**config.mk**
```make
export PLATFORM = sky130hd
export DESIGN_NAME = count_fecha
export DESIGN_NICKNAME = d
export VERILOG_FILES = /design/src/rtl/count_fecha_pkg.sv /design/src/rtl/count_fecha_dias_mes.sv /design/src/rtl/count_fecha.sv
export SDC_FILE = /design/constraint.sdc
export NUM_CORES = 1
export LEC_CHECK = 0
export CAP_MARGIN = 15
export CORE_UTILIZATION = 55
export CTS_CLUSTER_SIZE = 20
export DETAILED_ROUTE_END_ITERATION = 12
export PLACE_DENSITY = 0.79
export SLEW_MARGIN = 20
export SYNTH_ARGS = -nofsm -noshare
export SYNTH_HDL_FRONTEND = slang
export SYNTH_SLANG_ARGS = --single-unit
```
**constraint.sdc**
```tcl
create_clock -name clkF -period 5.7 [get_ports clkF]
set_clock_uncertainty 0.1 [all_clocks]
set_input_delay 0.855 -clock clkF [delete_from_list [all_inputs] [get_ports clkF]]
set_output_delay 0.855 -clock clkF [all_outputs]
set_load 0.02 [all_outputs]
```
**src/rtl/count_fecha_pkg.sv**
```systemverilog
// Shared encodings and constants for the calendar date counter.
// Field widths follow the output ports: day 5 bits, month 4 bits, year 7 bits.
package count_fecha_pkg;

    typedef enum logic [1:0] {
        SEL_DAY   = 2'd0,
        SEL_MONTH = 2'd1,
        SEL_YEAR  = 2'd2,
        SEL_NONE  = 2'd3
    } sel_e;

    localparam int DAY_W   = 5;
    localparam int MONTH_W = 4;
    localparam int YEAR_W  = 7;

    localparam logic [DAY_W-1:0]   DAY_RST   = 5'd1;
    localparam logic [MONTH_W-1:0] MONTH_RST = 4'd1;
    localparam logic [YEAR_W-1:0]  YEAR_RST  = 7'd0;

    localparam logic [DAY_W-1:0]   DAY_MIN   = 5'd1;
    localparam logic [MONTH_W-1:0] MONTH_MIN = 4'd1;
    localparam logic [MONTH_W-1:0] MONTH_MAX = 4'd12;
    localparam logic [YEAR_W-1:0]  YEAR_MIN  = 7'd0;

endpackage

```
**src/rtl/count_fecha_dias_mes.sv**
```systemverilog
// Days-in-month lookup, purely combinational; leap Februaries only when LEAP_EN=1.
// Latency 0; no backpressure.
module dias_mes
    import count_fecha_pkg::*;
#(
    parameter bit LEAP_EN = 1'b1
) (
    input  logic [MONTH_W-1:0] month_i,
    input  logic [YEAR_W-1:0]  year_i,
    output logic [DAY_W-1:0]   dim_o
);

    logic leap;
    logic year_unused;

    // Only the two low year bits matter for the divisible-by-4 rule.
    assign leap        = LEAP_EN && (year_i[1:0] == 2'b00);
    assign year_unused = ^year_i[YEAR_W-1:2];

    always_comb begin
        dim_o = 5'd31;
        case (month_i)
            4'd2:                    dim_o = leap ? 5'd29 : 5'd28;
            4'd4, 4'd6, 4'd9, 4'd11: dim_o = 5'd30;
            default:                 dim_o = 5'd31;
        endcase
    end

endmodule

```
**src/rtl/count_fecha.sv**
```systemverilog
// Calendar date counter: day/month/year advanced by a daily tick, or edited field-by-field.
// Latency 1 cycle from tick/edit pulse to registered outputs; no backpressure, pulses act at once.
module count_fecha
    import count_fecha_pkg::*;
#(
    parameter int unsigned YEAR_MAX = 99,
    parameter bit          LEAP_EN  = 1'b1
) (
    input  logic               clkF,
    input  logic               resetF,
    input  logic               tickF,
    input  logic               editF,
    input  logic [1:0]         selF,
    input  logic               upF,
    input  logic               downF,
    output logic [DAY_W-1:0]   dayF,
    output logic [MONTH_W-1:0] monthF,
    output logic [YEAR_W-1:0]  yearF,
    output logic               wrapF
);

    localparam logic [YEAR_W-1:0] YEAR_TOP = YEAR_W'(YEAR_MAX);

    logic [DAY_W-1:0]   day_q,   day_d;
    logic [MONTH_W-1:0] month_q, month_d;
    logic [YEAR_W-1:0]  year_q,  year_d;
    logic               wrap_q,  wrap_d;

    logic [DAY_W-1:0]   dim_cur;
    logic [DAY_W-1:0]   dim_nxt;

    sel_e sel;
    logic run_tick;
    logic edit_inc;
    logic edit_dec;
    logic day_end;
    logic month_end;
    logic year_end;

    assign sel       = sel_e'(selF);
    assign run_tick  = !editF && tickF;
    assign edit_inc  = editF && upF && !downF;
    assign edit_dec  = editF && downF && !upF;
    assign day_end   = (day_q >= dim_cur);
    assign month_end = (month_q >= MONTH_MAX);
    assign year_end  = (year_q >= YEAR_TOP);

    // Limit of the month currently shown drives rollover and day editing.
    dias_mes #(.LEAP_EN(LEAP_EN)) u_dim_cur (
        .month_i (month_q),
        .year_i  (year_q),
        .dim_o   (dim_cur)
    );

    // Limit of the month about to be shown lets a month/year edit clamp the day in one update.
    dias_mes #(.LEAP_EN(LEAP_EN)) u_dim_nxt (
        .month_i (month_d),
        .year_i  (year_d),
        .dim_o   (dim_nxt)
    );

    always_comb begin
        year_d = year_q;
        if (run_tick) begin
            if (day_end && month_end) begin
                year_d = year_end ? YEAR_MIN : year_q + 7'd1;
            end
        end else if (sel == SEL_YEAR) begin
            if (edit_inc) begin
                year_d = year_end ? YEAR_MIN : year_q + 7'd1;
            end else if (edit_dec) begin
                year_d = (year_q == YEAR_MIN) ? YEAR_TOP : year_q - 7'd1;
            end
        end
    end

    always_comb begin
        month_d = month_q;
        if (run_tick) begin
            if (day_end) begin
                month_d = month_end ? MONTH_MIN : month_q + 4'd1;
            end
        end else if (sel == SEL_MONTH) begin
            if (edit_inc) begin
                month_d = month_end ? MONTH_MIN : month_q + 4'd1;
            end else if (edit_dec) begin
                month_d = (month_q <= MONTH_MIN) ? MONTH_MAX : month_q - 4'd1;
            end
        end
    end

    always_comb begin
        day_d = day_q;
        if (run_tick) begin
            day_d = day_end ? DAY_MIN : day_q + 5'd1;
        end else if (editF) begin
            unique case (sel)
                SEL_DAY: begin
                    if (edit_inc) begin
                        day_d = day_end ? DAY_MIN : day_q + 5'd1;
                    end else if (edit_dec) begin
                        day_d = (day_q <= DAY_MIN) ? dim_cur : day_q - 5'd1;
                    end
                end
                SEL_MONTH, SEL_YEAR: begin
                    if (day_q > dim_nxt) begin
                        day_d = dim_nxt;
                    end
                end
                SEL_NONE: day_d = day_q;
            endcase
        end
    end

    always_comb begin
        wrap_d = run_tick && day_end && month_end && year_end;
    end

    always_ff @(posedge clkF) begin
        if (resetF) begin
            day_q   <= DAY_RST;
            month_q <= MONTH_RST;
            year_q  <= YEAR_RST;
            wrap_q  <= 1'b0;
        end else begin
            day_q   <= day_d;
            month_q <= month_d;
            year_q  <= year_d;
            wrap_q  <= wrap_d;
        end
    end

    assign dayF   = day_q;
    assign monthF = month_q;
    assign yearF  = year_q;
    assign wrapF  = wrap_q;

endmodule

```
# After elaboration in Yosys (flattened, before gate mapping)
# Index checks and enable logic that the tools add are counted.
# classes
muxes	26
addsub	6
magnitude_cmp	6
eq_ne	17
reduce_logical	24
# op_table
operator	count
$mux W7	7
$mux W5	7
$pmux W5 S2	3
$mux W4	7
$eq A4 B3 Y1 const B	4
$eq A4 B4 Y1 const B	4
$logic_and A1 B1 Y1	9
$eq A4 B2 Y1 const B	2
$reduce_or A4 Y1	2
$add A7 B1 Y7 const B	1
$ge A7 B7 Y1 const B	1
$logic_not A7 Y1	1
$sub A7 B1 Y7 const B	1
$logic_not A2 Y1	3
$add A5 B1 Y5 const B	1
$ge A5 B5 Y1	1
$gt A5 B5 Y1	1
$le A5 B1 Y1 const B	1
$sub A5 B1 Y5 const B	1
$add A4 B1 Y4 const B	1
$eq A2 B2 Y1 const B	2
$ge A4 B4 Y1 const B	1
$le A4 B1 Y1 const B	1
$ne A4 B4 Y1 const B	1
other kinds (12)	16
# word_totals
elab_cells	84
in_bits	8
register_bits	17
output_inout_bits	17

# Logic depth before layout (Yosys ltp)
# Gate-level depths: netlist (run 1).
# logic_depth
word_depth	15
mapped_depth	23
ltp_nobuf	22

# Hierarchy
# From an unflattened synthesis (run 1), not the netlist that was laid out.
# hier_totals
cells_unflattened	332
hier_area_um2	2308.5
# modules_own_cells
module	seq_area_each_um2	cells_per_inst	n_inst	area_per_inst_um2
count_fecha	340.3	312	1	2163.3
dias_mes	0.0	10	2	72.6

# Worst setup path after synthesis (run 1)
# OpenSTA, ideal clock, no wires.
# synth_path
path_kind	flip-flop to flip-flop
from	register year_q[0], in the netlist yearF[0]
to	register day_q[1], in the netlist dayF[1]
stages_incl_launch_ff	21
path_slack_ns	1.293
required_ns	5.497
t_arrival_ns	4.203
path_cell_list	dfxtp_1 -> inv_1 -> ha_1 -> nand2b_1 -> a21oi_1 -> nor2_1 -> ha_1 -> nand2b_4 -> a21oi_2 -> or4_1 -> buf_2 -> a21oi_1 -> a221oi_1 -> a211oi_2 -> nor2_1 -> ha_1 -> a21oi_1 -> o21ai_0 -> nand2_1 -> o221a_1 -> a2111oi_2
# synth_via
elab_chain_len	13
elab_cells_between_ends	36
classes_between	2 x add/sub; 3 x order compare; 6 x eq/ne; 19 x mux; 6 x reduce/logical
# synth_lines
element	line_no	source
start, declared	count_fecha.sv:26	logic [YEAR_W-1:0] year_q, year_d;
start signal, assigned	count_fecha.sv:128	year_q <= year_d;
branches (longest 13 deep; another with $ge A5 B5 Y1)	--	
end signal, assigned	count_fecha.sv:126	day_q <= day_d;
end, declared	count_fecha.sv:24	logic [DAY_W-1:0] day_q, day_d;
# Parallel ways; which one is timed is not known. The select of a mux whose other input is x is not followed.
# A chain may end at the register's enable or synchronous reset.

# Worst setup path after layout (run 1)
# Same ends and word-level chain as after synthesis.

==> results by group, run 1 <==
Run status
  • Status: finished, final reports clean

Power
  • Combinational Power Share: 0.429
  • Sequential share of power: 0.388
  • VDD IR-drop max: between 0.1 and 0.15 mV
  • Power Dens Cells: about 170 mW/mm²
  • Leakage power figure: 0.847 nW
  • Net switching power of the design: around 150 µW
  • Switching fraction of total power: 0.406
  • Power share of the clock group: 0.183
  • Internal power of the cells: between 200 and 250 µW

Route
  • 1st-iter DRT viols: 314
  • Via count: around 2200
  • Detailed-route wire length on metal 1: ~2.5 mm
  • DRT Pass-1 Iters: 5
  • Met2 Wirelength: about 2.4 mm
  • Routed length per placed instance: 16.4 µm
  • Drt drc: 0
  • Final Routed Wirelength: 5.46 mm
  • Post-route antenna net violation count: 0
  • Highest routed layer: met4
  • Avg Vias per Cell: approximately 6.7
  • Sum of met3 wire segment lengths after detailed routing: 404 µm

Synthesis
  • Post-synth EDFFs: 0
  • Number of synthesis warnings: 0
  • Post-Synthesis Cells: approximately 280
  • Sequential cell area fraction in the yosys report: 0.170
  • Seq cells post-synth: 17
  • Top-count cell post-synth: sky130_fd_sc_hd__nor2_1
  • Cell area after synthesis: 0.00200 mm²
  • Portion of synthesized cell area occupied by the leading cell type: 0.170
  • Async set-or-reset flop fraction in the synthesized netlist: 0
  • Synth cell count leaders: sky130_fd_sc_hd__nor2_1, sky130_fd_sc_hd__nand2_1, sky130_fd_sc_hd__o21ai_0
  • Biggest area consumer among synthesized cells: sky130_fd_sc_hd__dfxtp_1
  • Per-instance average area after synthesis: about 7.2 µm²
  • Most used flip-flop cell after synthesis: sky130_fd_sc_hd__dfxtp_1
  • Cell variety after synth: 65
  • Net Count, Synth: around 300
  • Top cells by area, synth: sky130_fd_sc_hd__dfxtp_1, sky130_fd_sc_hd__ha_1, sky130_fd_sc_hd__nor2_1

Timing
  • Maximum clock frequency: 203 MHz
  • Sum of negative setup slack: 0 ns
  • Least-Margin Pin Slew: roughly 0.87 ns
  • Final-report hold violation count: 0
  • Setup WS post-layout: around 0.76 ns
  • Pins over their slew limit: 0
  • Worst relative slew slack: 0.413
  • RSZ-0062 raised after global routing: no
  • Total of endpoints with negative setup slack in the final report: 0
  • Clock period minus final worst setup slack: between 4 and 5 ns
  • Post-route fraction of the period consumed by the critical path: 0.866

Global route
  • Via count of the first global-routing pass: 2014
  • Largest net degree at the start of global routing: 19
  • Overall global routing resource usage: 0.288
  • First-pass GRT wire length: around 9.2 mm
  • Antenna violations before repair: 0
  • Total global routing overflow: 0

Finish
  • Area Overhead vs Synth: 12.1%
  • Post-Layout Cell Count: approximately 330
  • Area taken by multi-input logic gates: 0.00153 mm²
  • Final core area utilization: 0.656
  • Fillers: roughly 330
  • Layout cells sized above 1: 0.0662
  • Final cell area excluding filler cells: ~0.0022 mm²
  • Register area: 340 µm²
  • # diodes: 0
  • Fin nets: roughly 310

Critical path
  • Register-to-register setup slack: 0.76 ns
  • Worst Setup EP: dayF[1]
  • Highest net fanout along the worst path: 9
  • End of the worst register-to-register path: dayF[1]
  • Source of the critical timing path: yearF[0]
  • Worst Reg-to-Reg Cells: 19
  • Arrival time reported for the critical path endpoint: about 5.0 ns
  • Worst setup path category: reg2reg
  • Reg2reg start: yearF[0]
  • Required time at the endpoint of the critical path: roughly 5.8 ns
  • Type of origin of the critical path: flip-flop
  • Type of destination of the critical path: flip-flop

Die
  • Initial Utilization: 0.585
  • Die Y-Extent: between 60 and 70 µm
  • Area of the core: approximately 0.0034 mm²
  • X dimension of the die: ~62 µm
  • IO Pins: 25
  • Standard-cell row count: 21
  • Area of the die: about 0.0039 mm²

CTS
  • Number of gates resized after cts: 0
  • Clock insertion delay at the later pin of the skew report: between 0.2 and 0.3 ns
  • Clock sink count: 17
  • Buffers from clock root to sink, at most: 2
  • Clock transition time at the flip-flop clock pins of the worst setup and hold paths: roughly 0.11 ns
  • H-tree depth reported by CTS: 1
  • Number of hold-repair buffers added at the cts stage: 0
  • Num CTS Buffers: 3
  • Cell at the root of the clock tree: sky130_fd_sc_hd__clkbuf_4
  • Post-CTS setup-driven buffer insertion count: 0
  • Clock tree from TritonCTS: built

Placement
  • Post-DP Area: 0.00221 mm²
  • Cell total after placement: between 300 and 400
  • Count of input and output buffers: 24
  • HPWL reported at the end of detailed placement: between 3 and 4 mm
  • Global placer's final weighted congestion: 0.961
  • Pre-CTS setup slack: around 0.75 ns

Flow run
  • Number of max-cap violations: 0

Worst hold path
  • Hold Path Class: reg2reg
layout make-up:
type	count	share of cell area
clock buffer	4	0.0117
inverter	11	0.0184
multi-input combinational	231	0.685
sequential	17	0.152
tap	46	0.0257
timing repair buffer	24	0.107
per-layer routing:
layer / up-vias / track usage
li1: 1065 / -
met1: 1024 / 0.383
met2: 114 / 0.453
met3: 14 / 0.0349
met4: 0 / 0.151
met5: - / 0
logic make-up (layout without fill, tap and decap cells):
| logic type | after synthesis | count (layout) | share of synthesized area |
|---|---|---|---|
| simple gates | 115 | 115 | 0.306 |
| xor+xnor | 2 | 2 | 0.00877 |
| flops | 17 | 17 | 0.170 |
| mux | 2 | 2 | 0.0100 |
| fa+ha+maj | 17 | 17 | 0.106 |
| compound gates | 95 | 95 | 0.336 |
| buf+inv | 28 | 39 | 0.0620 |
state kept, by name, indices dropped and copies added (netlist names):
| signal | cells |
|---|---|
| dayF | 5 |
| yearF | 7 |
| monthF | 4 |
| wrapF | 1 |
power groups by stage:
stage                     clock network (mW)  registers [mW]  logic, mW
after floorplan                            0           0.146      0.114
after detailed placement                   0           0.147      0.157
after CTS                             0.0687           0.145      0.159
final                                 0.0685           0.145      0.160
after global placement                     0           0.147      0.154
after global routing                  0.0744           0.147      0.175
layout by cell type, fill, tap and decap left out, types with 7 or more instances in the layout:
| cell | Yosys | layout |
|---|---|---|
| sky130_fd_sc_hd__nand3_1 | 11 | 11 |
| sky130_fd_sc_hd__clkdlybuf4s50_1 | 0 | 24 |
| sky130_fd_sc_hd__o21ai_0 | 22 | 22 |
| sky130_fd_sc_hd__dfxtp_1 | 17 | 17 |
| sky130_fd_sc_hd__ha_1 | 17 | 17 |
| sky130_fd_sc_hd__nand2_1 | 25 | 25 |
| sky130_fd_sc_hd__nor2_1 | 30 | 30 |
| sky130_fd_sc_hd__inv_1 | 11 | 11 |
| sky130_fd_sc_hd__a31oi_1 | 7 | 7 |
| sky130_fd_sc_hd__a21oi_1 | 21 | 21 |
| sky130_fd_sc_hd__nor3_1 | 9 | 9 |
worst max-delay path: stages (launching register included):
cell	delay [ns]
sky130_fd_sc_hd__dfxtp_1	0.55
sky130_fd_sc_hd__inv_1	0.13
sky130_fd_sc_hd__ha_1	0.33
sky130_fd_sc_hd__nand2b_1	0.19
sky130_fd_sc_hd__a21oi_1	0.14
sky130_fd_sc_hd__nor2_1	0.09
sky130_fd_sc_hd__ha_1	0.28
sky130_fd_sc_hd__nand2b_4	0.12
sky130_fd_sc_hd__a21oi_2	0.08
sky130_fd_sc_hd__or4_1	0.63
sky130_fd_sc_hd__a21oi_1	0.41
sky130_fd_sc_hd__a221oi_1	0.19
sky130_fd_sc_hd__a211oi_2	0.23
sky130_fd_sc_hd__nor2_1	0.07
sky130_fd_sc_hd__ha_1	0.28
sky130_fd_sc_hd__a21oi_1	0.06
sky130_fd_sc_hd__o21ai_0	0.22
sky130_fd_sc_hd__nand2_1	0.21
sky130_fd_sc_hd__o221a_1	0.21
sky130_fd_sc_hd__a2111oi_2	0.32
worst min path at each step:
stage              from       end  slack, ns  cells past startpoint
3_5_place_dp   yearF[5]  yearF[5]       0.45                      2
4_1_cts        yearF[5]  yearF[5]       0.47                      2
3_3_place_gp   yearF[5]  yearF[5]       0.45                      2
2_1_floorplan  yearF[4]  yearF[4]       0.53                      3
5_1_grt        yearF[5]  yearF[5]       0.49                      2
6_report       yearF[5]  yearF[5]       0.47                      2
per-stage QoR:
stage                     power [mW]  hold WS (ns)
after floorplan                0.260         0.534
after global placement         0.301         0.452
after detailed placement       0.304         0.453
after CTS                      0.372         0.470
after global routing           0.397         0.486
final                          0.373         0.474
Note: power is estimated with default switching activity, not from simulation.
==> inputs of run 2 (changes only) <==
--- a/config.mk
+++ b/config.mk
@@ -5,11 +5,13 @@
 export SDC_FILE = /design/constraint.sdc
 export NUM_CORES = 1
 export LEC_CHECK = 0
+export ABC_CLOCK_PERIOD_IN_PS = 5700
 export CAP_MARGIN = 15
-export CORE_UTILIZATION = 55
+export CORE_UTILIZATION = 45
 export CTS_CLUSTER_SIZE = 20
 export DETAILED_ROUTE_END_ITERATION = 12
-export PLACE_DENSITY = 0.79
+export HOLD_SLACK_MARGIN = 0.02
+export PLACE_DENSITY = 0.67
 export SLEW_MARGIN = 20
 export SYNTH_ARGS = -nofsm -noshare
 export SYNTH_HDL_FRONTEND = slang
==> results by group, run 2 (synthesis gave the netlist of run 1 again) <==
CTS
  • H-tree depth reported by CTS: 1
  • Number of gates resized after cts: 0
  • Clock tree from TritonCTS: built
  • Buffers from clock root to sink, at most: 2
  • Post-CTS setup-driven buffer insertion count: 0
  • Clock transition time at the flip-flop clock pins of the worst setup and hold paths: roughly 0.080 ns
  • Number of hold-repair buffers added at the cts stage: 0
  • Clock insertion delay at the later pin of the skew report: ~0.26 ns
  • Cell at the root of the clock tree: sky130_fd_sc_hd__clkbuf_8
  • Clock sink count: 17
  • Num CTS Buffers: 3

Power
  • VDD IR-drop max: roughly 0.13 mV
  • Power Dens Cells: between 150 and 200 mW/mm²
  • Leakage power figure: roughly 0.86 nW

Die
  • IO Pins: 25
  • Initial Utilization: 0.482
  • Area of the core: between 0.004 and 0.005 mm²
  • Die Y-Extent: 68.6 µm
  • Area of the die: about 0.0047 mm²
  • Standard-cell row count: 23
  • X dimension of the die: around 69 µm

Route
  • DRT Pass-1 Iters: 4
  • Post-route antenna net violation count: 0
  • Drt drc: 0
  • Final Routed Wirelength: 5.56 mm
  • Avg Vias per Cell: 6.23
  • 1st-iter DRT viols: ~260
  • Via count: ~2100
  • Routed length per placed instance: roughly 17 µm

Finish
  • Max FFs per register: 7
  • Fillers: about 410
  • Commonest cells after routing, fill and taps aside: sky130_fd_sc_hd__nor2_1, sky130_fd_sc_hd__nand2_1, sky130_fd_sc_hd__clkdlybuf4s50_1
  • # diodes: 0
  • Layout cells sized above 1: 0.0697
  • Leading cell type in the layout, fill and taps excluded: sky130_fd_sc_hd__nor2_1
  • Area Overhead vs Synth: 13.3%
  • Fin nets: 313

Critical path
  • Worst Reg-to-Reg Cells: 19
  • Arrival time reported for the critical path endpoint: 4.97 ns
  • Type of destination of the critical path: flip-flop
  • End of the worst register-to-register path: dayF[1]
  • Register-to-register setup slack: roughly 0.78 ns
  • Required time at the endpoint of the critical path: between 5 and 6 ns
  • Reg2reg start: yearF[0]
  • Highest net fanout along the worst path: 9
  • Type of origin of the critical path: flip-flop
  • Worst setup path category: reg2reg

Timing
  • Total of endpoints with negative setup slack in the final report: 0
  • Worst relative slew slack: 0.406
  • Sum of negative setup slack: 0 ns
  • Maximum clock frequency: 203 MHz
  • Pins over their slew limit: 0
  • Least-Margin Pin Slew: ~0.9 ns
  • RSZ-0062 raised after global routing: no
  • Post-route fraction of the period consumed by the critical path: 0.862
  • Clock period minus final worst setup slack: between 4 and 5 ns
  • Final-report hold violation count: 0
  • Final hold slack: between 0.4 and 0.5 ns

Global route
  • Via count of the first global-routing pass: about 1800
  • Total global routing overflow: 0
  • First-pass GRT wire length: around 9.0 mm
  • Overall global routing resource usage: 0.255
  • Largest net degree at the start of global routing: 19
  • Antenna violations before repair: 0

Worst hold path
  • Start point of the worst min-delay path: yearF[5]
  • Worst min-delay path endpoint: yearF[5]
  • Hold Path Class: reg2reg
  • Number of cells traversed by the worst hold path: 2

Placement
  • Global placer's final weighted congestion: ~0.88
  • Count of input and output buffers: 24
  • HPWL reported at the end of detailed placement: around 4.1 mm

Flow run
  • Number of max-cap violations: 0

Run status
  • Status: finished, final reports clean
==> run 2: worst max-delay path by stage <==
stage / slack, ns / startpoint / to
5_1_grt: 0.39 / yearF[0] / dayF[1]
4_1_cts: 0.81 / yearF[0] / dayF[1]
6_report: 0.78 / yearF[0] / dayF[1]
3_3_place_gp: 0.83 / editF / dayF[1]
2_1_floorplan: 1.29 / yearF[0] / dayF[1]
3_5_place_dp: 0.66 / editF / dayF[1]
==> run 2: final cells by class <==
type | instances | area [µm²] | share of cell area
Clock buffer | 3 | 41.3 | 0.0182
Timing Repair Buffer | 24 | 240 | 0.106
Multi-Input combinational cell | 231 | 1530 | 0.677
Sequential cell | 17 | 340 | 0.150
Inverter | 11 | 41.3 | 0.0182
Tap cell | 50 | 62.6 | 0.0276
Clock inverter | 1 | 5.00 | 0.00221
==> run 2: power by group <==
part | switching [mW] | leakage [nW] | total (mW) | internal (mW)
Sequential | 0.0199 | 0.139 | 0.146 | 0.126
Combinational | 0.0910 | 0.693 | 0.159 | 0.0683
Clock | 0.0496 | 0.0255 | 0.0983 | 0.0487
Total | 0.161 | 0.858 | 0.403 | 0.243
==> run 2: per-layer routing <==
metal,global-route usage,share of wire,vias up
met3,0.0280,0.054,6
li1,-,-,1057
met5,0,0,-
met4,0.0729,0.014,0
met1,0.363,0.48,962
met2,0.400,0.45,73
==> run 2: per-stage QoR <==
step | instance area, µm² | utilization | std cells | setup WS, ns | power [mW]
floorplan | 2000 | - | 276 | 1.29 | 0.260
global placement | 2220 | 0.535 | 333 | 0.829 | 0.304
detailed placement | 2220 | 0.535 | 333 | 0.665 | 0.305
CTS | 2260 | 0.546 | 337 | 0.810 | 0.402
global route | 2260 | 0.546 | 337 | 0.387 | 0.430
finish | 2260 | 0.546 | 337 | 0.784 | 0.403
==> run 2: critical path: stages, from the launching register on <==
cell	delay, ns
sky130_fd_sc_hd__dfxtp_1	0.53
sky130_fd_sc_hd__inv_1	0.13
sky130_fd_sc_hd__ha_1	0.33
sky130_fd_sc_hd__nand2b_1	0.18
sky130_fd_sc_hd__a21oi_1	0.14
sky130_fd_sc_hd__nor2_1	0.09
sky130_fd_sc_hd__ha_1	0.27
sky130_fd_sc_hd__nand2b_4	0.12
sky130_fd_sc_hd__a21oi_2	0.09
sky130_fd_sc_hd__or4_1	0.64
sky130_fd_sc_hd__a21oi_1	0.42
sky130_fd_sc_hd__a221oi_1	0.19
sky130_fd_sc_hd__a211oi_2	0.23
sky130_fd_sc_hd__nor2_1	0.08
sky130_fd_sc_hd__ha_1	0.27
sky130_fd_sc_hd__a21oi_1	0.05
sky130_fd_sc_hd__o21ai_0	0.18
sky130_fd_sc_hd__nand2_1	0.19
sky130_fd_sc_hd__o221a_1	0.21
sky130_fd_sc_hd__a2111oi_2	0.35
==> inputs of run 3 (changes only) <==
--- a/config.mk
+++ b/config.mk
@@ -16,3 +16,4 @@
 export SYNTH_ARGS = -nofsm -noshare
 export SYNTH_HDL_FRONTEND = slang
 export SYNTH_SLANG_ARGS = --single-unit
+export TNS_END_PERCENT = 100
==> constraint.sdc (replaced) <==
create_clock -name clkF -period 5.7 [get_ports clkF]
set_clock_uncertainty 0.1 [all_clocks]
set_input_delay 0.855 -clock clkF [delete_from_list [all_inputs] [get_ports clkF]]
set_output_delay 0.855 -clock clkF [all_outputs]
set_load 0.1 [all_outputs]
==> results of run 3 <==
Same layout as run 2 (identical final DEF). Status: finished, final reports clean.
Main changes from that run: total power 0.403 mW -> 0.445 mW; worst IR drop on VDD 0.126 mV -> 0.149 mV
